**src/rtl/icache_pkg.sv**
```systemverilog
// Shared types and elaboration-time helpers for the icache refill controller.
// Field helpers work on a 64-bit view of the fetch address.
package icache_pkg;

  typedef enum logic [2:0] {
    ST_IDLE   = 3'd0,
    ST_REQ    = 3'd1,
    ST_BEAT   = 3'd2,
    ST_COMMIT = 3'd3,
    ST_FLUSH  = 3'd4
  } refill_state_e;

  function automatic int calc_off_w(input int line_bytes);
    return $clog2(line_bytes);
  endfunction

  function automatic int calc_beat_w(input int line_bytes, input int bus_bytes);
    int beats;
    beats = line_bytes / bus_bytes;
    return (beats > 1) ? $clog2(beats) : 1;
  endfunction

  function automatic int calc_tag_w(input int addr_w, input int line_bytes, input int index_w);
    return addr_w - $clog2(line_bytes) - index_w;
  endfunction

  // Extracts addr[lsb +: width]; callers truncate the result to the field width.
  function automatic logic [63:0] addr_field(input logic [63:0] addr, input int lsb,
                                             input int width);
    logic [63:0] mask;
    mask = (width >= 64) ? {64{1'b1}} : ((64'd1 << width) - 64'd1);
    return (addr >> lsb) & mask;
  endfunction

endpackage

```
**src/rtl/icache_set_walker.sv**
```systemverilog
// Walks every set index once, one per cycle, for whole-cache invalidation.
// i_start (re)loads set 0 even mid-walk; o_last marks the final set.
module icache_set_walker #(
  parameter int INDEX_W = 6
) (
  input  logic               clk,
  input  logic               rst,
  input  logic               i_start,
  output logic [INDEX_W-1:0] o_idx,
  output logic               o_last
);

  logic [INDEX_W-1:0] r_idx;
  logic               r_active;

  always_ff @(posedge clk) begin
    if (rst) begin
      r_idx    <= '0;
      r_active <= 1'b0;
    end else if (i_start) begin
      r_idx    <= '0;
      r_active <= 1'b1;
    end else if (r_active) begin
      if (o_last) r_active <= 1'b0;
      else        r_idx    <= r_idx + INDEX_W'(1);
    end
  end

  assign o_idx  = r_idx;
  assign o_last = r_active && (r_idx == {INDEX_W{1'b1}});

endmodule

```
**src/rtl/icache_refill_ctrl.sv**
```systemverilog
// Instruction-cache refill sequencer: one burst read per miss, beat-by-beat data-array
// writes, then a tag commit; also runs whole-cache invalidation on flush.
module icache_refill_ctrl
  import icache_pkg::*;
#(
  parameter  int ADDR_W     = 64,
  parameter  int LINE_BYTES = 64,
  parameter  int BUS_BYTES  = 8,
  parameter  int INDEX_W    = 6,
  localparam int OFF_W      = calc_off_w(LINE_BYTES),
  localparam int BEATS      = LINE_BYTES / BUS_BYTES,
  localparam int BEAT_W     = calc_beat_w(LINE_BYTES, BUS_BYTES),
  localparam int TAG_W      = calc_tag_w(ADDR_W, LINE_BYTES, INDEX_W),
  localparam int DATA_W     = 8 * BUS_BYTES
) (
  input  logic               clk,
  input  logic               rst,
  input  logic               miss_valid,
  input  logic [ADDR_W-1:0]  miss_addr,
  output logic               miss_ready,
  input  logic               kill,
  input  logic               flush,
  output logic               mem_req_valid,
  input  logic               mem_req_ready,
  output logic [ADDR_W-1:0]  mem_req_addr,
  output logic [7:0]         mem_req_len,
  input  logic               mem_rsp_valid,
  input  logic [DATA_W-1:0]  mem_rsp_data,
  input  logic               mem_rsp_last,
  input  logic               mem_rsp_err,
  output logic               arr_we,
  output logic [INDEX_W-1:0] arr_index,
  output logic [BEAT_W-1:0]  arr_beat,
  output logic [DATA_W-1:0]  arr_wdata,
  output logic               tag_we,
  output logic [INDEX_W-1:0] tag_index,
  output logic [TAG_W-1:0]   tag_value,
  output logic               tag_vld,
  output logic               busy,
  output logic               refill_done,
  output logic               refill_err
);

  refill_state_e      r_state;
  logic [INDEX_W-1:0] r_index;
  logic [TAG_W-1:0]   r_tag;
  logic [BEAT_W-1:0]  r_beat_cnt;
  logic               r_last_seen;
  logic               r_err_stk;
  logic               r_kill_stk;
  logic               r_flush_pend;
  logic               r_mem_req_valid;
  logic [ADDR_W-1:0]  r_mem_req_addr;
  logic [7:0]         r_mem_req_len;
  logic               r_arr_we;
  logic [BEAT_W-1:0]  r_arr_beat;
  logic [DATA_W-1:0]  r_arr_wdata;
  logic               r_tag_we;
  logic               r_tag_vld;
  logic               r_refill_done;
  logic               r_refill_err;

  logic [INDEX_W-1:0] w_miss_index;
  logic [TAG_W-1:0]   w_miss_tag;
  logic [ADDR_W-1:0]  w_line_addr;
  logic               w_miss_fire;
  logic               w_beat_max;
  logic               w_proto_err;
  logic               w_kill_any;
  logic               w_walk_start;
  logic               w_walk_last;
  logic [INDEX_W-1:0] w_walk_idx;

  assign w_miss_index = INDEX_W'(addr_field(64'(miss_addr), OFF_W, INDEX_W));
  assign w_miss_tag   = TAG_W'(addr_field(64'(miss_addr), OFF_W + INDEX_W, TAG_W));
  assign w_line_addr  = {miss_addr[ADDR_W-1:OFF_W], {OFF_W{1'b0}}};
  assign w_miss_fire  = miss_valid && miss_ready;
  assign w_beat_max   = (r_beat_cnt == BEAT_W'(BEATS - 1));
  // A beat count and the last flag that disagree means the burst length was violated.
  assign w_proto_err  = mem_rsp_last ^ w_beat_max;
  assign w_kill_any   = r_kill_stk || kill;

  // A walk starts whenever a pending flush can be serviced, including back-to-back re-walks.
  assign w_walk_start = r_flush_pend && ((r_state == ST_IDLE) || (r_state == ST_COMMIT) ||
                                         ((r_state == ST_FLUSH) && w_walk_last));

  icache_set_walker #(
    .INDEX_W (INDEX_W)
  ) u_walker (
    .clk     (clk),
    .rst     (rst),
    .i_start (w_walk_start),
    .o_idx   (w_walk_idx),
    .o_last  (w_walk_last)
  );

  always_ff @(posedge clk) begin
    if (rst) begin
      r_state         <= ST_IDLE;
      r_index         <= '0;
      r_tag           <= '0;
      r_beat_cnt      <= '0;
      r_last_seen     <= 1'b0;
      r_err_stk       <= 1'b0;
      r_kill_stk      <= 1'b0;
      r_flush_pend    <= 1'b0;
      r_mem_req_valid <= 1'b0;
      r_mem_req_addr  <= '0;
      r_mem_req_len   <= '0;
      r_arr_we        <= 1'b0;
      r_arr_beat      <= '0;
      r_arr_wdata     <= '0;
      r_tag_we        <= 1'b0;
      r_tag_vld       <= 1'b0;
      r_refill_done   <= 1'b0;
      r_refill_err    <= 1'b0;
    end else begin
      r_arr_we      <= 1'b0;
      r_tag_we      <= 1'b0;
      r_tag_vld     <= 1'b0;
      r_refill_done <= 1'b0;
      r_refill_err  <= 1'b0;

      if (flush)             r_flush_pend <= 1'b1;
      else if (w_walk_start) r_flush_pend <= 1'b0;

      case (r_state)
        ST_IDLE: begin
          if (r_flush_pend) begin
            r_state <= ST_FLUSH;
          end else if (w_miss_fire) begin
            r_index         <= w_miss_index;
            r_tag           <= w_miss_tag;
            r_mem_req_valid <= 1'b1;
            r_mem_req_addr  <= w_line_addr;
            r_mem_req_len   <= 8'(BEATS - 1);
            r_state         <= ST_REQ;
          end
        end
        ST_REQ: begin
          if (kill) r_kill_stk <= 1'b1;
          if (mem_req_ready) begin
            r_mem_req_valid <= 1'b0;
            r_beat_cnt      <= '0;
            r_last_seen     <= 1'b0;
            r_state         <= ST_BEAT;
          end
        end
        ST_BEAT: begin
          if (kill) r_kill_stk <= 1'b1;
          // The cycle after the last beat is the final array write; commit follows it.
          if (r_last_seen) begin
            r_tag_we      <= 1'b1;
            r_tag_vld     <= !r_err_stk && !w_kill_any;
            r_refill_done <= !r_err_stk && !w_kill_any;
            r_refill_err  <= r_err_stk;
            r_state       <= ST_COMMIT;
          end else if (mem_rsp_valid) begin
            r_arr_we    <= !(r_err_stk || mem_rsp_err);
            r_arr_beat  <= r_beat_cnt;
            r_arr_wdata <= mem_rsp_data;
            r_beat_cnt  <= w_beat_max ? '0 : r_beat_cnt + BEAT_W'(1);
            if (mem_rsp_err || w_proto_err) r_err_stk <= 1'b1;
            if (mem_rsp_last) r_last_seen <= 1'b1;
          end
        end
        ST_COMMIT: begin
          r_err_stk   <= 1'b0;
          r_kill_stk  <= 1'b0;
          r_last_seen <= 1'b0;
          r_state     <= r_flush_pend ? ST_FLUSH : ST_IDLE;
        end
        ST_FLUSH: begin
          if (w_walk_last && !r_flush_pend) r_state <= ST_IDLE;
        end
        default: r_state <= ST_IDLE;
      endcase
    end
  end

  assign miss_ready    = (r_state == ST_IDLE) && !r_flush_pend && !flush;
  assign mem_req_valid = r_mem_req_valid;
  assign mem_req_addr  = r_mem_req_addr;
  assign mem_req_len   = r_mem_req_len;
  assign arr_we        = r_arr_we;
  assign arr_index     = r_index;
  assign arr_beat      = r_arr_beat;
  assign arr_wdata     = r_arr_wdata;
  assign tag_we        = r_tag_we || (r_state == ST_FLUSH);
  assign tag_index     = (r_state == ST_FLUSH) ? w_walk_idx : r_index;
  assign tag_value     = (r_state == ST_FLUSH) ? '0 : r_tag;
  assign tag_vld       = r_tag_vld;
  assign busy          = (r_state != ST_IDLE) || r_flush_pend;
  assign refill_done   = r_refill_done;
  assign refill_err    = r_refill_err;

endmodule

```
**config.mk**
```make
export PLATFORM = sky130hd
export DESIGN_NAME = icache_refill_ctrl
export DESIGN_NICKNAME = d
export VERILOG_FILES = /design/src/rtl/icache_pkg.sv /design/src/rtl/icache_set_walker.sv /design/src/rtl/icache_refill_ctrl.sv
export SDC_FILE = /design/constraint.sdc
export NUM_CORES = 1
export LEC_CHECK = 0
export CORE_AREA = 5 5 131 133
export DETAILED_ROUTE_END_ITERATION = 6
export DIE_AREA = 0 0 136 138
export GPL_TIMING_DRIVEN = 1
export PLACE_DENSITY_LB_ADDON = 0.05
export SYNTH_ARGS = -nofsm -noshare
export SYNTH_HDL_FRONTEND = slang
export SYNTH_SLANG_ARGS = --single-unit
```
**constraint.sdc**
```tcl
create_clock -name clk -period 4.1 [get_ports clk]
set_input_delay 0.615 -clock clk [delete_from_list [all_inputs] [get_ports clk]]
set_output_delay 0.615 -clock clk [all_outputs]
set_load 0.02 [all_outputs]
```
# After elaboration in Yosys (flattened, before gate mapping)
# Cells that the tools add are included.
[word_totals]
reg_bits = 206
elab_cells = 119
[op_classes]
n_addsub = 2
eq_ne = 16
mux = 34
bitwise = 6
n_reduce_logical = 42
[ops]
columns = ["op", "n"]
rows = [
  ["two-way mux 52 bit", 1],
  ["two-way mux 3 bit", 10],
  ["two-way mux 1 bit", 16],
  ["!= test 2 bit, second input constant", 8],
  ["AND reduction 4 bit", 4],
  ["one-hot mux 3 bit (5 select lines)", 1],
  ["nonzero test 2 bit", 5],
  ["logical AND 1 bit", 8],
  ["logical OR 1 bit", 7],
  ["adder 6 x 1 -> 6 bit, second input constant", 1],
  ["equality test 3 x 2 -> 1 bit, second input constant", 2],
  ["equality test 3 bit, second input constant", 2],
  ["equality test 6 bit, second input constant", 1],
  ["two-way mux 6 bit", 1],
  ["one-hot mux 1 bit (2 select lines)", 3],
  ["one-hot mux 3 bit (2 select lines)", 1],
  ["AND reduction 2 bit", 3],
  ["AND reduction 3 bit", 2],
  ["nonzero test 3 bit", 2],
  ["OR reduction 2 bit", 3],
  ["logical NOT 1 bit", 5],
  ["inverter 1 bit", 5],
  ["OR reduction 4 bit", 1],
  ["adder 3 x 1 -> 3 bit, second input constant", 1],
  ["other kinds (7)", 7],
]

# Longest topological paths before layout
[logic_depth]
depth_word = 7
mapped_depth = 7

# Hierarchy
# A second synthesis with hierarchy kept.
[hier_totals]
cells_unflattened = 754
hier_area_um2 = 5950.7
[modules_own_cells]
columns = ["module", "n_inst", "cells_each", "area_per_inst_um2"]
rows = [
  ["icache_refill_ctrl", 1, 719, 5620.4],
  ["icache_set_walker", 1, 35, 330.3],
]

# Worst setup path before layout
# Ideal clock, no wire load.
[synth_path]
path_kind = "register to output"
startpoint = "register r_state[1]"
endpoint = "output tag_index[0]"
t_arrival_ns = 1.549
required_ns = 3.485
path_slack_ns = 1.936
path_stages_with_launch = 6
path_cell_list = "dfxtp_1 buf_6 or2_2 nor2_4 buf_2 mux2_2"
[synth_via]
elab_chain_cells = 2
[synth_rtl]
columns = ["item", "line", "text"]
rows = [
  ["start: declaration", "icache_refill_ctrl.sv:44", "refill_state_e r_state;"],
  ["start signal: assignment", "icache_refill_ctrl.sv:171", "r_state <= r_flush_pend ? ST_FLUSH : ST_IDLE;"],
  ["equality test 3 bit", "icache_refill_ctrl.sv:190", "assign tag_index = (r_state == ST_FLUSH) ? w_walk_idx : r_index;"],
  ["two-way mux 6 bit", "icache_refill_ctrl.sv:190", ""],
  ["end: declaration", "icache_refill_ctrl.sv:36", "output logic [INDEX_W-1:0] tag_index,"],
]
# No other way between the ends.

# Worst setup path after layout
[layout_path]
startpoint = "register r_state[0]"
endpoint = "output tag_value[39]"
[layout_via]
elab_chain_cells = 2
[layout_rtl]
columns = ["item", "line", "text"]
rows = [
  ["equality test 3 bit", "icache_refill_ctrl.sv:191", "assign tag_value = (r_state == ST_FLUSH) ? '0 : r_tag;"],
  ["two-way mux 52 bit", "icache_refill_ctrl.sv:191", ""],
  ["end: declaration", "icache_refill_ctrl.sv:37", "output logic [TAG_W-1:0] tag_value,"],
]
# No other way between the ends.

==> reports/results.md <==
| Parameter | Reported | Unit |
|:---|:---|:---|
| Number of hold-repair buffers added at the cts stage | 0 | - |
| Endpoint, Worst Hold | refill_done | - |
| Hold Path Origin | r_kill_stk | - |
| Vias in the first global route | 5,370 | - |
| FF-to-FF path depth | 5 | - |
| Synth unique cells | 48 | - |
| Tightest hold margin | 0.4235 | ns |
| Clock sink count | 148 | - |
| Buffer count from post-CTS setup fixing | 0 | - |
| Antenna cell count | 0 | - |
| Share of power burned in registers | 39.6 | % |
| Simple-gate share of the synthesized area | 23.12 | % |
| End of the worst register-to-register path | arr_wdata[35] | - |
| Aggregate routed wire length | 19,180 | µm |
| Global-route total usage across every layer | 19.80 | % |
| Worst setup path class | flip-flop to output port | - |
| Register cell area after layout | 2963 | µm² |
| Transition at the pin with the smallest max-transition slack | 1.038 | ns |
| Most common flop cell mapped by yosys | sky130_fd_sc_hd__dfxtp_1 | - |
| Cell internal power dissipation | 2.964 | mW |
| Worst IR Drop VDD | 0.0002941 | V |
| Worst EP arrival | 2.85 | ns |
| Compound-Gate Fraction of Synth Area | 8.596 | % |
| Later-pin clock latency in the skew report | 0.41 | ns |
| Total negative slack for setup checks | 0 | ns |
| Netlist Area Pre-Place | 5953 | µm² |
| Mux contribution to synthesized area | 11.06 | % |
| Starting Density | 37.89 | % |
| Parity-gate share of the synthesized area counting xor and xnor cells | 0.4414 | % |
| Power spent charging and discharging nets | 0.8737 | mW |
| Master cell of the clock root buffer | sky130_fd_sc_hd__clkbuf_16 | - |
| Clock network fraction of design power | 45.6 | % |
| Y dimension of the die | 138 | µm |
| I/O pin count | 348 | - |
| Via count | 5,558 | - |
| Total Power | 3.838 | mW |
| DRT iter0 DRCs | 213 | - |
| Number of levels the H-tree was split into | 4 | - |
| Reg2reg setup slack | 1.92 | ns |
| Placement row count | 46 | - |
| TritonCTS buffer count | 17 | - |
| Power share of the combinational group | 14.8 | % |
| Setup crit end kind | output port | - |
| Fraction of power spent switching nets | 22.76 | % |
| Placed wire-length estimate | 14,030 | µm |
| Number of detailed-route iterations in the first pass | 4 | - |
| Die Wd | 136 | µm |
| Antenna violations before repair | 0 | - |
| Largest driver fanout on the critical path | 29 | - |
| Yosys reg bits | 148 | - |
| Post-route fraction of the period consumed by the critical path | 84.51 | % |
| Fraction of layout cells with a size suffix above 1 | 5.622 | % |
| Warnings, synthesis | 0 | - |
| Async set-reset flop share out of synthesis | 0 | % |
| Max-slew violation count | 0 | - |
| Slew HR | 30.79 | % |
| Synthesized-area fraction occupied by adder cells | 0.6305 | % |
| Post-DR vias/cell | 4.586 | - |
| Crit path required time | 3.48 | ns |
| Count of buffers from port buffering | 330 | - |
| Post-synth EDFFs | 0 | - |
| Final net count | 1,125 | - |
| PwrDens | 385.8 | nW/µm² |
| Post-route clock skew | 0.008982 | ns |
| Final GP Congestion | 0.7681 | - |
| RSZ-0062 raised after global routing | no | - |
| Placeable Area | 15,710 | µm² |
| Global-route wire length before repair | 29,420 | µm |
| Path type of the worst min-delay path | flip-flop to flip-flop | - |
| Multi-input gate area | 2668 | µm² |
| Layout overhead on the synthesized area | 67.09 | % |
| Count of maximum capacitance violations | 0 | - |
| Overflow after GRT | 0 | - |
| Drt wl/cell | 15.83 | µm |
| Status | finished, final reports clean | - |
| Detail Route Antenna Nets | 0 | - |
| Final setup violation count | 0 | - |
| Clock slew at the register clock pins of the worst setup and hold paths | 0.06 | ns |
| Mapped Cells | 683 | - |
| Worst hold path depth | 1 | - |
| Startpoint class of the critical path | flip-flop | - |
| Portion of the post-synthesis area used by sequential elements | 49.77 | % |
| Static leakage power | 3.983 | nW |
| Dominant combinational cell family by area after synthesis | simple AND/OR/NAND/NOR gates | - |
| Final Hold Viols | 0 | - |
| Highest Clock Rate | 288.6 | MHz |
| Final design instance area without fill | 9947 | µm² |
| TritonCTS clock tree | yes | - |
| Largest net degree at the start of global routing | 81 | - |
| Min Clock Period, post-route | 3.465 | ns |
| Number of inserted filler cells in the final layout | 1,382 | - |
| Number of DRC violations after detailed routing | 0 | - |
| Max clock buf depth | 2 | - |
| Mean instance size in the synthesized netlist | 8.716 | µm² |
| Die outline area | 18,770 | µm² |
| Number of resized instances in the post-cts repair step | 0 | - |
| Placed instance area | 9276 | µm² |
| Worst reg2reg path startpoint | r_state[1] | - |
-- layer usage --
metal	GRT usage, %	wire (µm)	vias to the layer above
met5	0	0	-
met4	7.162	397	0
met3	7.366	1650	22
met2	32.52	9253	216
met1	23.60	7881	2509
li1	-	-	2811
-- per-stage QoR --
| stage | cells | worst slack, ns | utilization, % |
|---|---|---|---|
| global placement | 1182 | 0.9990 | 59.04 |
| detailed placement | 1182 | 0.9961 | 59.04 |
| global route | 1212 | 0.4285 | 63.31 |
| CTS | 1212 | 0.5439 | 63.31 |
| floorplan | 693 | 1.936 | - |
| finish | 1212 | 0.6349 | 63.31 |
-- layout by cell type, fill, tap and decap left out, types with 2 or more instances in the layout --
cell type	synthesis	layout
sky130_fd_sc_hd__clkdlybuf4s50_1	0	329
sky130_fd_sc_hd__dfxtp_1	148	148
sky130_fd_sc_hd__nand2_1	145	143
sky130_fd_sc_hd__a21oi_1	79	79
sky130_fd_sc_hd__nor2_1	69	69
sky130_fd_sc_hd__mux2i_1	59	59
sky130_fd_sc_hd__nor2b_1	53	53
sky130_fd_sc_hd__clkbuf_16	0	17
sky130_fd_sc_hd__conb_1	1	11
sky130_fd_sc_hd__inv_1	8	8
sky130_fd_sc_hd__buf_4	21	7
sky130_fd_sc_hd__mux2_2	6	6
sky130_fd_sc_hd__bufinv_16	0	6
sky130_fd_sc_hd__nand3_1	5	5
sky130_fd_sc_hd__or2_2	3	3
sky130_fd_sc_hd__xor2_1	3	3
sky130_fd_sc_hd__and3_1	3	3
sky130_fd_sc_hd__ha_1	3	3
sky130_fd_sc_hd__clkbuf_8	0	3
sky130_fd_sc_hd__nor4b_1	2	2
sky130_fd_sc_hd__o21a_1	2	2
sky130_fd_sc_hd__o21ai_0	2	2
sky130_fd_sc_hd__nor3_1	2	2
sky130_fd_sc_hd__a211oi_1	2	2
sky130_fd_sc_hd__clkinvlp_4	0	2
-- registers in the layout, summed over array words and instances (netlist names), 3 cells and up --
name and flops:
arr_wdata 64, r_tag 52, u_walker.o_idx 6, arr_beat 3, r_state 3, arr_index 5
r_beat_cnt 3
-- worst max-delay path by stage --
stage | end | slack, ns | depth (start not counted) | start
floorplan | tag_index[0] | 1.94 | 5 | r_state[1]
global placement | tag_value[40] | 1.0 | 5 | r_state[0]
detailed placement | tag_value[40] | 1.0 | 5 | r_state[0]
CTS | tag_value[40] | 0.54 | 5 | r_state[0]
global route | tag_value[36] | 0.43 | 5 | r_state[0]
finish | tag_value[39] | 0.63 | 5 | r_state[0]
-- worst max-delay path, cell delays in order, from the launching register on --
cell and delay [ns]:
sky130_fd_sc_hd__dfxtp_1 0.44, sky130_fd_sc_hd__or2_2 0.39, sky130_fd_sc_hd__nor2_4 0.53, sky130_fd_sc_hd__buf_4 0.41, sky130_fd_sc_hd__nor2b_1 0.08, sky130_fd_sc_hd__clkdlybuf4s50_1 0.57
-- logic make-up after synthesis --
| group | count (synthesis) |
|---|---|
| fa+ha+maj | 3 |
| buf+inv | 71 |
| mux | 65 |
| xor+xnor | 3 |
| simple gates | 298 |
| compound gates | 94 |
| other cells | 1 |
| flops | 148 |
-- synth_stat cells (all sizes together) (2+ instances only) --
library cell	count	share of area, %
a211oi	2	0.25
a21o	2	0.27
a21oi	80	6.8
and3	3	0.32
buf	36	4.1
clkbuf	27	1.7
dfxtp	148	50
ha	3	0.63
inv	8	0.50
mux2	6	1.1
mux2i	59	9.9
nand2	145	9.1
nand3	5	0.42
nor2	70	4.5
nor2b	53	5.6
nor3	3	0.34
nor4	2	0.46
nor4b	2	0.29
o21a	2	0.25
o21ai	2	0.17
or2	3	0.32
xor2	3	0.44
-- power groups by stage --
| stage | clock [mW] | combinational, mW | sequential (mW) |
|---|---|---|---|
| 2_1_floorplan | 0 | 0.242 | 1.58 |
| 3_3_place_gp | 0 | 0.570 | 1.55 |
| 3_5_place_dp | 0 | 0.572 | 1.55 |
| 4_1_cts | 1.80 | 0.575 | 1.52 |
| 5_1_grt | 1.86 | 0.608 | 1.53 |
| 6_report | 1.75 | 0.567 | 1.52 |
-- area by class of cell --
| class | count | share of cell area, % |
|---|---|---|
| tap | 216 | 2.717 |
| timing repair buffer | 336 | 33.64 |
| clock inverter | 9 | 2.013 |
| sequential | 148 | 29.79 |
| inverter | 8 | 0.3019 |
| clock buffer | 21 | 4.730 |
| multi-input combinational | 474 | 26.82 |
No activity file was read; power rests on OpenSTA's default activity.
